`config.mk`:
```
export PLATFORM = sky130hd
export DESIGN_NAME = pll_lock_supervisor_flat
export DESIGN_NICKNAME = d
export VERILOG_FILES = /design/src/rtl/pll_lock_supervisor_if.sv /design/src/rtl/pll_lock_supervisor.sv /design/src/flat_wrapper.sv
export SDC_FILE = /design/constraint.sdc
export NUM_CORES = 1
export LEC_CHECK = 0
export BUFFER_PORTS_ARGS = -buffer_cell sky130_fd_sc_hd__buf_2
export CAP_MARGIN = 10
export CORE_ASPECT_RATIO = 1.75
export CORE_UTILIZATION = 40
export CTS_CLUSTER_SIZE = 10
export DETAILED_ROUTE_END_ITERATION = 8
export HOLD_SLACK_MARGIN = 0.12
export MAX_ROUTING_LAYER = met4
export PLACE_DENSITY_LB_ADDON = 0.2
export SLEW_MARGIN = 5
export SYNTH_ARGS = -nofsm -noshare
export SYNTH_HDL_FRONTEND = slang
export SYNTH_SLANG_ARGS = --single-unit
```
`constraint.sdc`:
```
create_clock -name clock_in -period 2.2 [get_ports clock_in]
set_input_delay 0.33 -clock clock_in [delete_from_list [all_inputs] [get_ports clock_in]]
set_output_delay 0.33 -clock clock_in [all_outputs]
set_load 0.05 [all_outputs]
```
`src/rtl/pll_lock_supervisor_if.sv`:
```
// PLL LOCK consumer interface: the raw lock/clear inputs going into the
// supervisor, and the reset/status outputs coming back from it.
interface pll_lock_supervisor_if #(
  parameter int CNT_WIDTH = 8
);
  logic                 locked_in;
  logic                 clear_stats;
  logic                 rst_out_n;
  logic                 ready;
  logic                 lock_lost_sticky;
  logic [CNT_WIDTH-1:0] loss_count;
  logic [1:0]           state;

  // Side that drives the PLL lock and clear request and observes status
  modport master (
    output locked_in,
    output clear_stats,
    input  rst_out_n,
    input  ready,
    input  lock_lost_sticky,
    input  loss_count,
    input  state
  );

  // Supervisor side
  modport slave (
    input  locked_in,
    input  clear_stats,
    output rst_out_n,
    output ready,
    output lock_lost_sticky,
    output loss_count,
    output state
  );
endinterface

```
`src/rtl/pll_lock_supervisor.sv`:
```
// PLL lock supervisor: synchronizes the raw PLL LOCK, holds downstream DDS
// logic in reset until lock has been stable, re-asserts reset on a filtered
// lock loss with a minimum hold time, and keeps lock-loss statistics.
module pll_lock_supervisor #(
  parameter int SYNC_STAGES   = 2,
  parameter int STABLE_CYCLES = 1024,
  parameter int LOSS_FILTER   = 4,
  parameter int HOLD_CYCLES   = 64,
  parameter int CNT_WIDTH     = 8
) (
  input  logic                 clock_in,
  input  logic                 reset_n,
  pll_lock_supervisor_if.slave lock_if
);

  typedef enum logic [1:0] {
    WAIT_LOCK = 2'd0,
    STABILIZE = 2'd1,
    RUN       = 2'd2,
    HOLD      = 2'd3
  } state_e;

  // Counter widths; a parameter of 1 still needs a 1-bit counter
  localparam int STAB_W = (STABLE_CYCLES > 1) ? $clog2(STABLE_CYCLES) : 1;
  localparam int FLT_W  = (LOSS_FILTER   > 1) ? $clog2(LOSS_FILTER)   : 1;
  localparam int HOLD_W = (HOLD_CYCLES   > 1) ? $clog2(HOLD_CYCLES)   : 1;

  // Terminal values; each counter is compared against these before it
  // increments, so it never wraps
  localparam logic [STAB_W-1:0] STAB_LAST = STAB_W'(STABLE_CYCLES - 1);
  localparam logic [FLT_W-1:0]  FLT_LAST  = FLT_W'(LOSS_FILTER - 1);
  localparam logic [HOLD_W-1:0] HOLD_LAST = HOLD_W'(HOLD_CYCLES - 1);

  logic [SYNC_STAGES-1:0] sync_q;
  logic                   locked_sync;

  state_e                 state_q;
  logic [STAB_W-1:0]      stab_cnt_q;
  logic [FLT_W-1:0]       flt_cnt_q;
  logic [HOLD_W-1:0]      hold_cnt_q;
  logic                   rst_out_n_q;
  logic                   ready_q;

  logic [CNT_WIDTH-1:0]   loss_count_q;
  logic [CNT_WIDTH-1:0]   loss_count_d;
  logic                   sticky_q;
  logic                   sticky_d;
  logic                   loss_evt;

  assign locked_sync = sync_q[SYNC_STAGES-1];

  // A counted loss: the low sample in RUN that completes the filter window
  assign loss_evt = (state_q == RUN) && !locked_sync && (flt_cnt_q == FLT_LAST);

  // Synchronizer chain bringing the asynchronous PLL LOCK into clock_in
  always_ff @(posedge clock_in or negedge reset_n) begin
    if (!reset_n) begin
      sync_q <= '0;
    end else begin
      sync_q <= {sync_q[SYNC_STAGES-2:0], lock_if.locked_in};
    end
  end

  // Lock FSM with its counters; rst_out_n/ready are registered from next state
  always_ff @(posedge clock_in or negedge reset_n) begin
    if (!reset_n) begin
      state_q     <= WAIT_LOCK;
      stab_cnt_q  <= '0;
      flt_cnt_q   <= '0;
      hold_cnt_q  <= '0;
      rst_out_n_q <= 1'b0;
      ready_q     <= 1'b0;
    end else begin
      case (state_q)
        WAIT_LOCK: begin
          if (locked_sync) begin
            state_q    <= STABILIZE;
            stab_cnt_q <= '0;
          end
        end
        STABILIZE: begin
          if (!locked_sync) begin
            // Chatter before release restarts acquisition; not a loss
            state_q <= WAIT_LOCK;
          end else if (stab_cnt_q == STAB_LAST) begin
            state_q     <= RUN;
            flt_cnt_q   <= '0;
            rst_out_n_q <= 1'b1;
            ready_q     <= 1'b1;
          end else begin
            stab_cnt_q <= stab_cnt_q + STAB_W'(1);
          end
        end
        RUN: begin
          if (locked_sync) begin
            flt_cnt_q <= '0;
          end else if (flt_cnt_q == FLT_LAST) begin
            state_q     <= HOLD;
            hold_cnt_q  <= '0;
            flt_cnt_q   <= '0;
            rst_out_n_q <= 1'b0;
            ready_q     <= 1'b0;
          end else begin
            flt_cnt_q <= flt_cnt_q + FLT_W'(1);
          end
        end
        HOLD: begin
          // Minimum reset time after a loss, independent of lock state
          if (hold_cnt_q == HOLD_LAST) begin
            state_q <= WAIT_LOCK;
          end else begin
            hold_cnt_q <= hold_cnt_q + HOLD_W'(1);
          end
        end
        default: begin
          state_q     <= WAIT_LOCK;
          rst_out_n_q <= 1'b0;
          ready_q     <= 1'b0;
        end
      endcase
    end
  end

  // Statistics next state: clear first, so a coincident loss still counts
  always_comb begin
    loss_count_d = loss_count_q;
    sticky_d     = sticky_q;
    if (lock_if.clear_stats) begin
      loss_count_d = '0;
      sticky_d     = 1'b0;
    end
    if (loss_evt) begin
      sticky_d = 1'b1;
      if (loss_count_d != '1) begin
        loss_count_d = loss_count_d + CNT_WIDTH'(1);
      end
    end
  end

  // Statistics registers
  always_ff @(posedge clock_in or negedge reset_n) begin
    if (!reset_n) begin
      loss_count_q <= '0;
      sticky_q     <= 1'b0;
    end else begin
      loss_count_q <= loss_count_d;
      sticky_q     <= sticky_d;
    end
  end

  assign lock_if.rst_out_n        = rst_out_n_q;
  assign lock_if.ready            = ready_q;
  assign lock_if.lock_lost_sticky = sticky_q;
  assign lock_if.loss_count       = loss_count_q;
  assign lock_if.state            = state_q;

endmodule

```
`src/flat_wrapper.sv`:
```
// flat-port wrapper written by rule: the top's interface ports become plain ports
module pll_lock_supervisor_flat 
#(
  parameter int SYNC_STAGES   = 2,
  parameter int STABLE_CYCLES = 1024,
  parameter int LOSS_FILTER   = 4,
  parameter int HOLD_CYCLES   = 64,
  parameter int CNT_WIDTH     = 8
)
  (clock_in, reset_n, lock_if_locked_in, lock_if_clear_stats, lock_if_rst_out_n, lock_if_ready, lock_if_lock_lost_sticky, lock_if_loss_count, lock_if_state);
  pll_lock_supervisor_if #(.CNT_WIDTH(CNT_WIDTH)) lock_if_i ();
  input  logic clock_in;
  input  logic reset_n;
  input wire logic [$bits(lock_if_i.locked_in)-1:0] lock_if_locked_in;
  input wire logic [$bits(lock_if_i.clear_stats)-1:0] lock_if_clear_stats;
  output wire logic [$bits(lock_if_i.rst_out_n)-1:0] lock_if_rst_out_n;
  output wire logic [$bits(lock_if_i.ready)-1:0] lock_if_ready;
  output wire logic [$bits(lock_if_i.lock_lost_sticky)-1:0] lock_if_lock_lost_sticky;
  output wire logic [$bits(lock_if_i.loss_count)-1:0] lock_if_loss_count;
  output wire logic [$bits(lock_if_i.state)-1:0] lock_if_state;
  assign lock_if_i.locked_in = lock_if_locked_in;
  assign lock_if_i.clear_stats = lock_if_clear_stats;
  assign lock_if_rst_out_n = lock_if_i.rst_out_n;
  assign lock_if_ready = lock_if_i.ready;
  assign lock_if_lock_lost_sticky = lock_if_i.lock_lost_sticky;
  assign lock_if_loss_count = lock_if_i.loss_count;
  assign lock_if_state = lock_if_i.state;
  pll_lock_supervisor #(.SYNC_STAGES(SYNC_STAGES), .STABLE_CYCLES(STABLE_CYCLES), .LOSS_FILTER(LOSS_FILTER), .HOLD_CYCLES(HOLD_CYCLES), .CNT_WIDTH(CNT_WIDTH)) u_core (.clock_in(clock_in), .reset_n(reset_n), .lock_if(lock_if_i));
endmodule
```
### Word-level counts from Yosys, hierarchy flattened

Index checks and enable logic that the tools add are counted.

* bits of input ports: 4
* word-level logic and storage cells: 71
* output and inout port bits: 13
* flip-flop bits (word level): 32

* mux-type cells: 30
* reductions and logical operators: 13
* add/subtract/negate cells: 4
* equal/unequal tests: 16

Operator list (count)
* two-way mux 10 bit: 3
* two-way mux 8 bit: 3
* two-way mux 2 bit: 10
* case mux 10 bit (2 select lines): 1
* two-way mux 6 bit: 3
* case mux 6 bit (2 select lines): 1
* adder 10 x 1 -> 10 bit, second input constant: 1
* == test 10 bit, second input constant: 1
* AND reduction 5 bit: 2
* adder 8 x 1 -> 8 bit, second input constant: 1
* != test 2 x 1 -> 1 bit, second input constant: 4
* != test 2 bit, second input constant: 4
* != test 8 bit, second input constant: 1
* case mux 2 bit (4 select lines): 1
* AND reduction 4 bit: 2
* nonzero test 2 bit: 4
* adder 6 x 1 -> 6 bit, second input constant: 1
* == test 2 bit, second input constant: 3
* == test 6 bit, second input constant: 1
* two-way mux 1 bit: 6
* case mux 2 bit (2 select lines): 1
* != test 3 bit, second input constant: 1
* AND reduction 3 bit: 1
* adder 2 x 1 -> 2 bit, second input constant: 1
* 5 further kinds: 6

### Logic depth before layout (Yosys ltp)

* depth in word-level cells: 4
* gate-level depth with buffers: 8

### Worst setup path before layout

OpenSTA, ideal clock, no wires.

* kind: flip-flop to flip-flop
* start point: register u_core.loss_count_q[1], in the netlist u_core.lock_if.loss_count[1]
* end point: register u_core.loss_count_q[2], in the netlist u_core.lock_if.loss_count[2]
* library setup time: 0.123 ns
* stages on the path, launching flop included: 8
* buffers on the path: 0
* arrival time: 1.819 ns
* slack: 0.259 ns
* data required time: 2.077 ns
* cells stage by stage: dfrtp_1 > nand2b_1 > inv_1 > ha_1 > and3_1 > a31oi_1 > nand2_1 > xnor2_1

* cells in the longest elaborated chain, start to end: 4

Ends and longest elaborated chain
* start, declared: line pll_lock_supervisor.sv:44 `logic [CNT_WIDTH-1:0] loss_count_q;`
* start signal, assigned: line pll_lock_supervisor.sv:146 `loss_count_q <= loss_count_d;`
* two-way mux 8 bit (*): line pll_lock_supervisor.sv:128 `if (lock_if.clear_stats) begin`
* adder 8 x 1 -> 8 bit or != test 8 bit (tied branches): line pll_lock_supervisor.sv:135, pll_lock_supervisor.sv:134
* two-way mux 8 bit (*): line pll_lock_supervisor.sv:134 `if (loss_count_d != '1) begin`
* two-way mux 8 bit (*): line pll_lock_supervisor.sv:132 `if (loss_evt) begin`
* via u_core.loss_count_d[2]: line pll_lock_supervisor.sv:45 `logic [CNT_WIDTH-1:0] loss_count_d;`

The timed path passes the listed nets; every way through them passes the cells marked *.
A chain may end at the register's enable or synchronous reset.

### Final worst setup path

Ends and elaborated chain as after synthesis.

==> flow_metrics.tcl <==
set metrics [dict create \
    nets 207 \
    cts_buffer_depth 2 \
    max_freq_ghz 0.5374 \
    num_vias 1407 \
    drcViolationCount 0 \
    post_cts_buffers 0 \
    dieArea_sq_um 4513 \
    clock_skew_ps 7.578 \
    synth_cell_types 42 \
    final_common_cell "dfrtp_1" \
    grt_pass1_vias 1403 \
    clkSinkCount 32 \
    yosysSeqAreaShare 0.4723 \
    grt_start_max_net_pins 33 \
    viasPerCell 5.673 \
    start_kind "flip-flop" \
    initial_utilization 0.4124 \
    power_density_nw_per_um2 594.7 \
    track_usage 0.1902 \
    p_leak_nw 0.8911 \
    drtPass1Iterations 4 \
    area_growth_pct 13.28 \
    num_rows 31 \
    layout_common_cells "dfrtp_1 (32), buf_2 (16), nand2_1 (15)" \
    clk_pin_slew_worst_paths_ps 70 \
    synth-seq-cells 32 \
    crit_arrival_ps 2030 \
    finalSetupTns_ps 0 \
    finalInstanceArea_sq_um 1921 \
    place.port_buffers 16 \
    dp_hpwl_mm 2.713 \
    die_h_um 88.13 \
    cts_root_buf "clkbuf_8" \
    async_flop_share 1.000 \
    relSlewSlack 0.5217 \
    io_pins 17 \
    finalPower_mw 1.142 \
    worstMarginPinSlew_ps 717.4 \
    drt-initial-drc-count 30 \
    endpoint_kind "flip-flop" \
    fin_crit_ps 1861 \
    synth.avg_cell_area_sq_um 9.525 \
    setup_viol 0 \
    status "finished clean" \
    synth_ff_type "dfrtp_1" \
    synth_edf_count 0 \
    critPathMaxFanout 6 \
    cts_buffers 5 \
    final-hold-violation-count 0 \
    postPlaceCellArea_sq_um 1814 \
    slew_viol_final 0 \
    yosys_warnings 0 \
    cap_viol_max_count 0 \
    worstPathCellList "nand2b_1 > inv_1 > ha_1 > and3_1 > a31oi_1 > nand2_1 > xnor2_1" \
    min_path_type "in2reg" \
    num_antenna_cells 0 \
    antenna_found_initial 0 \
    wire_per_inst_um 14.77 \
    netlist_instances 178 \
    clk_latency_ps 280 \
    grt_pass1_wl_mm 6.265 \
    required_ps 2370 \
    postLayoutSetupSlackWorst_ps 339.0 \
    vdd_ir_drop_max_mv 0.3961 \
    gp_congestion 0.7967 \
    crit_path_max_incr_delay_ps 450 \
    coreArea_sq_um 4111 \
    cts_tree "yes" \
    fin_util 0.4671 \
    ant_nets 0 \
    synthesis.area_sq_um 1695 \
    grt-ovfl-total 0 \
    postRouteWirelength_mm 3.664 \
    synth_nets 186 \
    critPathSlowestCell "a31oi_1" \
    dpl_worst_slack_ps 162.3 \
    drive_gt1_frac 0.1709 \
    fin_crit_sh 0.8459 \
    htree_levels 2 \
    critical_path_class "reg2reg" \
    die_w_um 51.22 \
    rsz0062_at_grt "no" \
]
[report_power, final]
| group | total (mW) | switching, mW | internal, mW |
|---|---|---|---|
| Clock | 0.477 | 0.199 | 0.278 |
| Combinational | 0.0537 | 0.0369 | 0.0168 |
| Sequential | 0.612 | 0.0131 | 0.599 |
[synthesized netlist by cell type, types with 4 or more instances]
library cell,count,area share
nand3_1,12,0.035
nor2_1,12,0.027
nand2_1,15,0.033
and3_1,7,0.026
o21ai_0,13,0.038
mux2i_1,4,0.024
inv_1,8,0.018
nor3_1,6,0.018
a21oi_1,14,0.041
ha_1,4,0.030
dfrtp_1,32,0.47
[final timing paths]
check | to | startpoint | slack, ps | cells past startpoint
worst max register to register | u_core.lock_if.loss_count[2] | u_core.lock_if.loss_count[1] | 340 | 7
max in group asynchronous | u_core.hold_cnt_q[3] | reset_n | 1100 | 2
worst min-delay path | u_core.sync_q[0] | lock_if_locked_in | 150 | 1
worst max-delay path | u_core.lock_if.loss_count[2] | u_core.lock_if.loss_count[1] | 340 | 7
worst min register to register | u_core.sync_q[1] | u_core.sync_q[0] | 350 | 0
min in group asynchronous | u_core.stab_cnt_q[0] | reset_n | 630 | 2
[worst max-delay path: cells and delay by family, from the launching register on]
| family | cells | cell delay [ps] |
|---|---|---|
| simple gates | 3 | 470 |
| compound gates | 1 | 450 |
| flops | 1 | 400 |
| fa+ha+maj | 1 | 210 |
| xor+xnor | 1 | 150 |
| buf+inv | 1 | 60 |
[logic make-up (layout without fill, tap and decap cells)]
family / count (synthesis) / count (layout) / share of synthesized area
DFF: 32 / 32 / 0.4723
xor gates and xnor gates: 3 / 3 / 0.01550
and+or+nand+nor: 77 / 77 / 0.2568
AOI/OAI and AO/OA: 45 / 45 / 0.1624
muxes: 4 / 4 / 0.02362
buffers and inverters: 13 / 34 / 0.03986
adders and majority gates: 4 / 4 / 0.02952
[registers in the layout (all words and copies together), names as in the netlist, named ones only]
| register | count |
|---|---|
| u_core.sync_q | 2 |
| u_core.lock_if.loss_count | 8 |
| u_core.lock_if.lock_lost_sticky | 1 |
| u_core.lock_if.state | 1 |
| u_core.hold_cnt_q | 6 |
| u_core.lock_if.rst_out_n | 1 |
| u_core.stab_cnt_q | 10 |
| u_core.flt_cnt_q | 2 |
[what timing repair did]
action	in CTS	in global routing
hold buffers	1	0
endpoints found under the hold margin	1	0
setup endpoints to repair	0	0
gates resized for setup	0	0
[per-layer routing]
layer	up-vias	global-route usage	wire length, um
met5	-	-	0
met4	0	0.06634	56
met3	5	0.03646	101
met2	25	0.3457	2035
met1	683	0.2000	1471
li1	694	-	-
[per-stage QoR]
step,hold WS (ps),cells
floorplan,34.41,178
global placement,332.0,240
detailed placement,342.7,240
CTS,143.5,248
global route,152.1,248
finish,153.8,248
[area by class of cell]
class	count	area, sq um
inverters	8	30.03
flip-flops and latches	32	800.8
multi-input cells	133	827.0
clock buffers	7	96.34
repair buffers	19	105.1
fillers	424	2191
well taps	49	61.31
Note: power is estimated with default switching activity, not from simulation.
